### config.mk
export PLATFORM = sky130hd
export DESIGN_NAME = bridge_arbiter
export DESIGN_NICKNAME = d
export VERILOG_FILES = /design/src/rtl/bridge_arbiter.sv
export SDC_FILE = /design/constraint.sdc
export NUM_CORES = 1
export LEC_CHECK = 0
export CORE_MARGIN = 1
export CORE_UTILIZATION = 43
export CTS_CLUSTER_DIAMETER = 120
export CTS_CLUSTER_SIZE = 12
export DETAILED_ROUTE_END_ITERATION = 8
export GPL_TIMING_DRIVEN = 1
export PLACE_DENSITY = 0.86
export SLEW_MARGIN = 30
export SYNTH_ARGS = -nofsm -noshare
export SYNTH_HDL_FRONTEND = slang
export SYNTH_SLANG_ARGS = --single-unit
### constraint.sdc
create_clock -name clk -period 7.8 [get_ports clk]
set_input_delay 1.56 -clock clk [delete_from_list [all_inputs] [get_ports clk]]
set_output_delay 1.56 -clock clk [all_outputs]
set_load 0.03 [all_outputs]
### src/rtl/bridge_arbiter.sv
// bridge_arbiter
// Shares one downstream bridge target among NUM_REQ upstream requesters.
// Requesters are granted round-robin in IDLE. One transaction is in flight
// at a time. For reads, the target data is sampled READ_LATENCY cycles after
// out_rd and handed back to the requester that won the grant.
module bridge_arbiter #(
  parameter int NUM_REQ      = 2,
  parameter int DATA_WIDTH   = 32,
  parameter int ADDR_WIDTH   = 32,
  parameter int READ_LATENCY = 1
) (
  input  logic                          clk,
  input  logic                          reset,
  input  logic [NUM_REQ*ADDR_WIDTH-1:0] req_addr,
  input  logic [NUM_REQ*DATA_WIDTH-1:0] req_wr_data,
  input  logic [NUM_REQ-1:0]            req_wr,
  input  logic [NUM_REQ-1:0]            req_rd,
  output logic [NUM_REQ-1:0]            req_ready,
  output logic [NUM_REQ*DATA_WIDTH-1:0] req_rd_data,
  output logic [NUM_REQ-1:0]            req_rd_valid,
  output logic [ADDR_WIDTH-1:0]         out_addr,
  output logic [DATA_WIDTH-1:0]         out_wr_data,
  output logic                          out_wr,
  output logic                          out_rd,
  input  logic [DATA_WIDTH-1:0]         out_rd_data
);

  localparam int IDX_W = $clog2(NUM_REQ);
  localparam int CNT_W = 4;
  // The WAIT counter counts down to zero, so it is loaded with one less than
  // the latency. A latency of zero never enters WAIT.
  localparam logic [CNT_W-1:0] CNT_LOAD =
    (READ_LATENCY > 0) ? CNT_W'(READ_LATENCY - 1) : '0;

  typedef enum logic [1:0] {
    S_IDLE,
    S_ISSUE,
    S_WAIT,
    S_RETURN
  } state_e;

  state_e                  state_q;
  logic [IDX_W-1:0]        last_grant_q;
  logic [IDX_W-1:0]        winner_q;
  logic [ADDR_WIDTH-1:0]   addr_q;
  logic [DATA_WIDTH-1:0]   wr_data_q;
  logic                    op_wr_q;
  logic [CNT_W-1:0]        cnt_q;
  logic                    out_wr_q;
  logic                    out_rd_q;
  logic [NUM_REQ-1:0]      rd_valid_q;
  logic [DATA_WIDTH-1:0]   rd_data_q [NUM_REQ];

  // Per-requester views of the packed buses.
  logic [ADDR_WIDTH-1:0]   addr_arr  [NUM_REQ];
  logic [DATA_WIDTH-1:0]   wdata_arr [NUM_REQ];
  logic [NUM_REQ-1:0]      pending;

  // Arbitration result for the current cycle.
  logic                    grant_found_d;
  logic [IDX_W-1:0]        winner_d;
  logic [IDX_W-1:0]        cand_idx;
  int                      cand;

  for (genvar g = 0; g < NUM_REQ; g++) begin : g_slice
    assign addr_arr[g]  = req_addr[g*ADDR_WIDTH +: ADDR_WIDTH];
    assign wdata_arr[g] = req_wr_data[g*DATA_WIDTH +: DATA_WIDTH];
    assign req_rd_data[g*DATA_WIDTH +: DATA_WIDTH] = rd_data_q[g];
  end

  assign pending = req_wr | req_rd;

  // Round-robin search starting one past the last winner, wrapping around.
  always_comb begin
    // NOTE: every variable gets a default before any conditional assignment,
    // otherwise the combinational block infers a latch.
    grant_found_d = 1'b0;
    winner_d      = '0;
    cand          = 0;
    cand_idx      = '0;
    for (int k = 1; k <= NUM_REQ; k++) begin
      cand     = (int'(last_grant_q) + k) % NUM_REQ;
      cand_idx = IDX_W'(cand);
      if (!grant_found_d && pending[cand_idx]) begin
        grant_found_d = 1'b1;
        winner_d      = cand_idx;
      end
    end
  end

  // Accept strobe to the winner, only while arbitrating in IDLE.
  always_comb begin
    req_ready = '0;
    if (state_q == S_IDLE && grant_found_d) begin
      req_ready[winner_d] = 1'b1;
    end
  end

  // Transaction FSM with registered target strobes and read returns.
  always_ff @(posedge clk or posedge reset) begin
    if (reset) begin
      state_q      <= S_IDLE;
      last_grant_q <= IDX_W'(NUM_REQ - 1);
      winner_q     <= '0;
      addr_q       <= '0;
      wr_data_q    <= '0;
      op_wr_q      <= 1'b0;
      cnt_q        <= '0;
      out_wr_q     <= 1'b0;
      out_rd_q     <= 1'b0;
      rd_valid_q   <= '0;
      // NOTE: the read-result array is a handful of registers that must read
      // as zero after reset, so it is cleared here rather than left as RAM.
      for (int i = 0; i < NUM_REQ; i++) begin
        rd_data_q[i] <= '0;
      end
    end else begin
      // NOTE: sequential state uses non-blocking assignments only, so every
      // register sees the values from before this edge.
      out_wr_q   <= 1'b0;
      out_rd_q   <= 1'b0;
      rd_valid_q <= '0;
      case (state_q)
        S_IDLE: begin
          if (grant_found_d) begin
            winner_q     <= winner_d;
            last_grant_q <= winner_d;
            addr_q       <= addr_arr[winner_d];
            wr_data_q    <= wdata_arr[winner_d];
            // A simultaneous write and read is served as the write only.
            op_wr_q      <= req_wr[winner_d];
            out_wr_q     <= req_wr[winner_d];
            out_rd_q     <= !req_wr[winner_d];
            state_q      <= S_ISSUE;
          end
        end
        S_ISSUE: begin
          if (op_wr_q) begin
            state_q <= S_IDLE;
          end else if (READ_LATENCY == 0) begin
            rd_data_q[winner_q]  <= out_rd_data;
            rd_valid_q[winner_q] <= 1'b1;
            state_q              <= S_RETURN;
          end else begin
            cnt_q   <= CNT_LOAD;
            state_q <= S_WAIT;
          end
        end
        S_WAIT: begin
          if (cnt_q == '0) begin
            rd_data_q[winner_q]  <= out_rd_data;
            rd_valid_q[winner_q] <= 1'b1;
            state_q              <= S_RETURN;
          end else begin
            cnt_q <= cnt_q - CNT_W'(1);
          end
        end
        S_RETURN: begin
          state_q <= S_IDLE;
        end
        default: begin
          state_q <= S_IDLE;
        end
      endcase
    end
  end

  assign out_addr     = addr_q;
  assign out_wr_data  = wr_data_q;
  assign out_wr       = out_wr_q;
  assign out_rd       = out_rd_q;
  assign req_rd_valid = rd_valid_q;

endmodule

# After elaboration in Yosys (flattened, before gate mapping)

Cells that the tools add are included.

Register bits after elaboration: 141

$add $sub $neg: 3
Equality and inequality tests: 7
Magnitude comparators: 9
Reduce and logical (&&, ||, !) cells: 14
Multiplexer cells: 37
Bitwise gates (word level): 3

Operators with widths:

| cell                                                       | number |
|---|---|
| two-way mux 32 bit                                         | 7 |
| bitwise mux 64 bit                                         | 1 |
| demux 32 bit (select 1 bit)                                | 1 |
| two-way mux 1 bit                                          | 16 |
| two-way mux 2 bit                                          | 6 |
| less-than comparator 1 x 2 -> 1 bit, second input constant | 4 |
| two-way mux 4 bit                                          | 2 |
| inequality test 2 bit, second input constant               | 4 |
| case mux 2 bit (4 select lines)                            | 1 |
| case mux 4 bit (2 select lines)                            | 1 |
| AND reduction 2 bit                                        | 3 |
| logical AND 1 bit                                          | 5 |
| == test 2 bit, second input constant                       | 2 |
| greater-or-equal comparator 2 bit, second input constant   | 2 |
| logical NOT 4 bit                                          | 1 |
| inverter 1 -> 2 bit                                        | 2 |
| subtractor 4 x 1 -> 4 bit, second input constant           | 1 |
| AND reduction 3 bit                                        | 1 |
| adder 1 bit, second input constant                         | 2 |
| demux 1 bit (select 1 bit)                                 | 2 |
| == test 2 x 1 -> 1 bit, second input constant              | 1 |
| greater-or-equal comparator 1 bit, second input constant   | 2 |
| logical NOT 1 bit                                          | 2 |
| logical NOT 2 bit                                          | 1 |
| other kinds (3)                                            | 3 |

# Logic depth before layout (Yosys ltp)

Word-level depth: 12
Mapped depth: 7

# Worst setup path before layout

Ideal clock, no wire load.

Path type: input-to-output
Start point: input req_rd[0]
End point: output req_ready[1]
Arrival time: 2.441 ns
Stages: 4
Slack: 3.799 ns
Path buffers: 2
Cell sequence: o21ai_0 > and3b_1 > clkbuf_1 > clkbuf_1

Longest elaborated chain between the ends: 12
Elaborated cells on any way between the ends: 18
Those cells by class: order compare (2); mux (11); bitwise (1); reduce/logical (4)

Ends and longest elaborated chain:

| element                                                                                                               | RTL line | text |
|---|---|---|
| start: declaration                                                                                                    | 17       | `input logic [NUM_REQ-1:0] req_rd,` |
| OR 2 bit (*)                                                                                                          | 71       | `assign pending = req_wr \| req_rd;` |
| two-way mux 1 bit (implied by the code) (2 in series)                                                                 | 84       | `if (!grant_found_d && pending[cand_idx]) begin` |
| two-way mux 1 bit                                                                                                     | 84       |  |
| logical NOT 1 bit                                                                                                     | 84       |  |
| logical AND 1 bit                                                                                                     | 84       |  |
| two-way mux 1 bit                                                                                                     | 84       |  |
| less-than comparator 1 x 2 -> 1 bit (implied by the code) / greater-or-equal comparator 1 bit (equally long branches) | 95       | `req_ready[winner_d] = 1'b1;` |
| logical AND 1 bit (implied by the code)                                                                               | 95       |  |
| two-way mux 1 bit (implied by the code)                                                                               | 95       |  |
| demux 1 bit (select 1 bit)                                                                                            | 95       |  |
| two-way mux 2 bit (*)                                                                                                 | 94       | `if (state_q == S_IDLE && grant_found_d) begin` |
| end: declaration                                                                                                      | 18       | `output logic [NUM_REQ-1:0] req_ready,` |

Mark *: on every way between the ends. The rest lies on a longest branch, timed or not. The select of a mux whose other input is x is not followed.

# Worst setup path in the final report

Start point: input req_wr[1]
End point: output req_ready[1]

Longest elaborated chain between the ends: 12
Elaborated cells on any way between the ends: 18
Those cells by class: order compare (2); mux (11); bitwise (1); reduce/logical (4)

Ends and longest elaborated chain:

| element                                                                                                               | RTL line | text |
|---|---|---|
| start: declaration                                                                                                    | 16       | `input logic [NUM_REQ-1:0] req_wr,` |
| OR 2 bit (*)                                                                                                          | 71       |  |
| two-way mux 1 bit (implied by the code) (2 in series)                                                                 | 84       |  |
| two-way mux 1 bit                                                                                                     | 84       |  |
| logical NOT 1 bit                                                                                                     | 84       |  |
| logical AND 1 bit                                                                                                     | 84       |  |
| two-way mux 1 bit                                                                                                     | 84       |  |
| less-than comparator 1 x 2 -> 1 bit (implied by the code) / greater-or-equal comparator 1 bit (equally long branches) | 95       |  |
| logical AND 1 bit (implied by the code)                                                                               | 95       |  |
| two-way mux 1 bit (implied by the code)                                                                               | 95       |  |
| demux 1 bit (select 1 bit)                                                                                            | 95       |  |
| two-way mux 2 bit (*)                                                                                                 | 94       |  |

Marked as above.

==> impl_metrics.py <==
metrics = {
    "power": {
        "powerDensity_nw_per_um2": 469,
        "ir_drop_v": 0.000232,
        "p_switching_mw": 1.76,
        "pwr-share-comb_pct": 51.9,
        "p_sw_share_pct": 39.3,
        "p_seq_share_pct": 28.9,
        "p_leak_nw": 3.95,
        "p_int_mw": 2.72,
        "clock_power_share_pct": 19.2,
        "p_total_mw": 4.48,
    },
    "floorplanning": {
        "ioPinCount": 300,
        "die_area_um2": 14000,
        "core_um2": 13200,
        "fp-row-count": 42,
        "initial_core_util_pct": 44.0,
        "dieWidth_um": 118,
        "die_h_um": 118,
    },
    "worst_setup_path": {
        "reg2regPathDepth": 5,
        "crit_chain": "clkdlybuf4s50_1 > nor2_1 > and3b_2 > buf_4 > clkdlybuf4s50_1",
        "cp-end-kind": "primary output",
        "r2r_slack_ps": 5400,
        "crit_required_ps": 6240,
        "cpMostUsedCell": "clkdlybuf4s50_1",
        "timing.rr.end": "out_wr_data[6]",
        "crit_arrival_ps": 3810,
        "critical_path.top_delay_family": "buffers and inverters",
        "crit_type": "in2out",
        "max_stage_delay_ps": 810,
        "critPathBufInv": 3,
        "worst-path-max-fanout": 67,
        "critPathSlowestCell": "clkdlybuf4s50_1",
        "start_kind": "input pin",
    },
    "yosys": {
        "synth_top_cell_area_share_pct": 60.3,
        "synth_area_leaders": "dfrtp_1, mux2_2, a221o_1, a21boi_0, clkbuf_1",
        "yosys_warnings": 0,
        "ys_ff_latch": 141,
        "netlist.top_cell.by_area": "dfrtp_1",
        "seq_area_frac_synth_pct": 60.8,
        "netlist_instances": 412,
        "netlist_area_um2": 5810,
        "syn_avg_cell_area_um2": 14.1,
        "synth_nets": 579,
        "ys_types": 28,
    },
    "placement": {
        "dp_slack_ps": 2460,
        "gp_congestion": 0.806,
        "io_buffers": 299,
        "dp_hpwl_um": 12300,
    },
    "grt": {
        "grt_max_degree": 84,
        "grt_pass1_wl_um": 28300,
        "grt_pass1_vias": 5268,
        "globalRouteOverflowTotal": 0,
        "grt_usage_pct": 26.3,
        "antenna_found_initial": 0,
    },
    "clock_network": {
        "clock_sinks": 141,
        "ctsResizeCount": 0,
        "postCtsSetupBuffers": 0,
        "postCtsHoldBufs": 0,
        "clkTransAtPathRegs_ps": 60,
        "cts_tree": "done",
        "root_buffer": "clkbuf_16",
        "cts_htree_levels": 4,
        "cts_max_path_buffers": 2,
        "numCtsBuffers": 17,
        "clk_latency_ps": 410,
    },
    "finish": {
        "finish.utilization_pct": 72.4,
        "drive_gt1_share_pct": 14.9,
        "nNetsFinal": 867,
        "mostFrequentLayoutCells": "clkdlybuf4s50_1, dfrtp_1, a21boi_0",
        "layout_commonest_cell": "clkdlybuf4s50_1",
        "antenna_cells": 0,
        "area_delta_synth_final_pct": 64.3,
    },
    "sta": {
        "rsz0062_at_grt": "false",
        "slew_headroom_pct": 50.3,
        "max_freq_mhz": 186,
        "holdWs_ps": 503,
        "hold_viol_final": 0,
        "final.setup_skew_ps": 4.76,
        "fin_setup_tns_ps": 0,
        "final.min_clock_period_ps": 5370,
        "layout_setup_ws_ps": 2430,
        "worst_slew_pin_slew_ps": 745,
        "finalMaxSlewViolations": 0,
        "period_share_pct": 68.8,
        "setup_violations": 0,
    },
    "hold_path": {
        "hold_path.startpoint": "req_rd_data[12]",
        "hold_path_depth": 1,
        "holdPathEnd": "req_rd_data[12]",
        "hold_path_class": "reg2reg",
    },
    "routing": {
        "viasPerCell": 5.50,
        "vias": 4879,
        "drc": 0,
        "first_pass_iters": 5,
        "first_iter_violations": 338,
        "wl_per_cell_um": 19.9,
        "drt.antenna.violating_nets": 0,
        "finalWirelength_um": 17700,
    },
    "run": {
        "max-cap-violations": 0,
    },
    "status": {
        "status": "finished, final reports clean",
    },
}
==> per-stage QoR <==
stage          area, um^2  cells
6_report             9540    887
3_3_place_gp         8920    857
5_1_grt              9540    887
4_1_cts              9540    887
2_1_floorplan        5810    412
3_5_place_dp         8920    857
==> cells by family after synthesis <==
group	share of synthesized area (%)
DFF	60.8
AOI/OAI and AO/OA	20.3
muxes	13.1
and+or+nand+nor	2.39
buffers and inverters	3.25
adders and majority gates	0.215
==> worst max path at each step <==
stage / from / endpoint / slack [ps] / depth (start not counted)
floorplan: reset / async pin / 2460 / 1
global placement: req_wr[1] / req_ready[1] / 2530 / 5
detailed placement: req_wr[1] / req_ready[1] / 2460 / 5
CTS: req_wr[1] / req_ready[1] / 2460 / 5
global route: req_wr[0] / req_ready[1] / 2320 / 5
finish: req_wr[1] / req_ready[1] / 2430 / 5
==> synth_stat cells <==
cell,n
o32ai_1,1
nand2b_1,1
buf_6,3
or3b_2,1
nand2_1,6
dfstp_2,1
or4_1,1
nor2b_1,2
nor2_1,4
o21ai_0,3
a221o_1,64
buf_2,7
and3b_1,1
nand3_1,4
nor3b_1,1
nor3_4,1
or3b_1,1
mux2_2,64
clkbuf_1,23
buf_1,3
inv_1,6
dfrtp_1,140
a21o_1,2
ha_1,1
o221a_2,1
nor3_1,1
a21boi_0,65
mux2i_1,4
==> worst register-to-register path, cell delays in order, from the launching register on <==
cell     delay [ps]
dfrtp_1         430
nor2_4          120
buf_4           500
o221a_2         390
buf_4           570
a221o_1         330
==> area by class of cell <==
| type | instances | area (um^2) |
|---|---|---|
| well taps | 176 | 220 |
| multi-input cells | 229 | 2100 |
| repair buffers | 305 | 3040 |
| clock buffers | 19 | 433 |
| flip-flops and latches | 141 | 3530 |
| clock inverters | 11 | 193 |
| fillers | 854 | 3650 |
| inverters | 6 | 27.5 |
==> state kept, by name (all words and copies together) (netlist names), named ones only <==
name and count:
cnt_q 4, last_grant_q 1, op_wr_q 1, out_wr_data 32, req_rd_data 64, state_q 1, out_wr 1, out_addr 32
req_rd_valid 2, winner_q 1, out_rd 1
==> power by group through the flow <==
stage / combinational (mW) / clock, mW / sequential (mW)
finish: 2.33 / 0.862 / 1.29
detailed placement: 2.33 / 0 / 1.30
floorplan: 0.698 / 0 / 1.94
global placement: 2.28 / 0 / 1.28
CTS: 2.34 / 0.875 / 1.30
global route: 2.44 / 0.911 / 1.34
==> routing by layer <==
| layer | global-route usage (%) | share of wire, % |
|---|---|---|
| met1 | 30.4 | 39 |
| met2 | 44.6 | 51 |
| met3 | 7.38 | 7.4 |
| met4 | 13.2 | 3.6 |
| met5 | 0 | 0 |
No activity file was read; power rests on OpenSTA's default activity.
==> edit (config.mk and constraints unchanged) <==
Make the reset (`reset`) synchronous in one clocked block.
--- a/src/rtl/bridge_arbiter.sv
+++ b/src/rtl/bridge_arbiter.sv
@@ -97,7 +97,7 @@
   end
 
   // Transaction FSM with registered target strobes and read returns.
-  always_ff @(posedge clk or posedge reset) begin
+  always_ff @(posedge clk) begin
     if (reset) begin
       state_q      <= S_IDLE;
       last_grant_q <= IDX_W'(NUM_REQ - 1);
Function: differs if reset is asserted again (counterexample within 4 cycles, from zero or initial values and one cycle with reset high); with reset held inactive, the same outputs for 4 cycles.
==> edit against the original RTL <==
Die area decreased by 0.63%; fmax increased by 6.7%; cell area decreased by 1.8%; cell count increased by 0.79%; critical path type unchanged; worst setup slack improved by 0.33 ns; sequential cell count unchanged; area after synthesis decreased by 0.65%; critical endpoint unchanged; routed wire length decreased by 0.83%.
Power is not compared: it rests on default switching activity, and its combinational part moved more than twofold at a synthesized area within 25%.
==> edit: results (changes against the original RTL) <==
metric,value,unit,change
placed_cell_area,8800,um2,-1.3%
fin_nets,876,,+1.0%
cp_max_fo,5,,-93%
synth_adder_area_share,0.00217,,+0.0000140
first_global_vias,5037,,-4.4%
drive_gt1_frac,0.0706,,-0.0784
synth_area_leaders,"edfxtp_1, dfxtp_1, o211a_1",,
relSlewSlack,0.488,,-0.0155
synthMuxAreaShare,0,,-0.131
dp_slack,2.80,ns,+0.336 ns
r2r_slack,5.16,ns,-0.24 ns
place_inst,862,,+0.58%
instances_no_fill,894,,+0.79%
max_stage_delay,0.76,ns,-0.05 ns
grt.total_usage,0.250,,-0.0131
worstHoldStart,cnt_q[1]$_SDFFE_PP0P_,,
hold-worst-slack,0.517,ns,+0.0134 ns
ys.flop_type,dfxtp_1,,
holdPathEnd,cnt_q[1]$_SDFFE_PP0P_,,
synth_edf_count,64,,+64
finClkSkew,0.00986,ns,+0.00510 ns
drt_iter0_drc,354,,+4.7%
gp_congestion,0.890,,+10%
grt_max_degree,69,,-18%
vias,4914,,+0.72%
synthCells,429,,+4.1%
yosysSeqAreaShare,0.600,,-0.00754
grt_pass1_wl,26600,um,-5.9%
status,"finished, final reports clean",,
reg2reg_to,rd_data_q[1][7]$_SDFFCE_PN0P_,,
finalCriticalPeriod,5.03,ns,-0.335 ns
edit: cell types whose count changed after synthesis, sizes merged, moves of 4 or more:
cell and change:
and2 +64, or2 +4, buf +16, dfxtp +77, mux2i -4, a21boi -63
dfrtp -140, clkbuf -8, mux2 -64, edfxtp +64, nand2 -5, o211a +65
edit: logic make-up after synthesis:
logic type               count (synthesis)
adder cells (fa/ha/maj)                  1
AO/OA/AOI/OAI                          148
AND/OR/NAND/NOR                         90
flip-flops                             141
buffers and inverters                   49
edit: layout make-up:
class,count,share of cell area
flip-flops and latches,141,0.369
repair buffers,305,0.324
multi-input cells,239,0.220
clock buffers,18,0.0458
well taps,172,0.0230
clock inverters,14,0.0152
inverters,5,0.00227
edit: routing by layer:
layer / track usage / share of wire / vias up
met2: 0.431 / 0.50 / 269
met5: 0 / 0 / -
met1: 0.264 / 0.37 / 2341
li1: - / - / 2261
met3: 0.0969 / 0.10 / 43
met4: 0.125 / 0.037 / 0
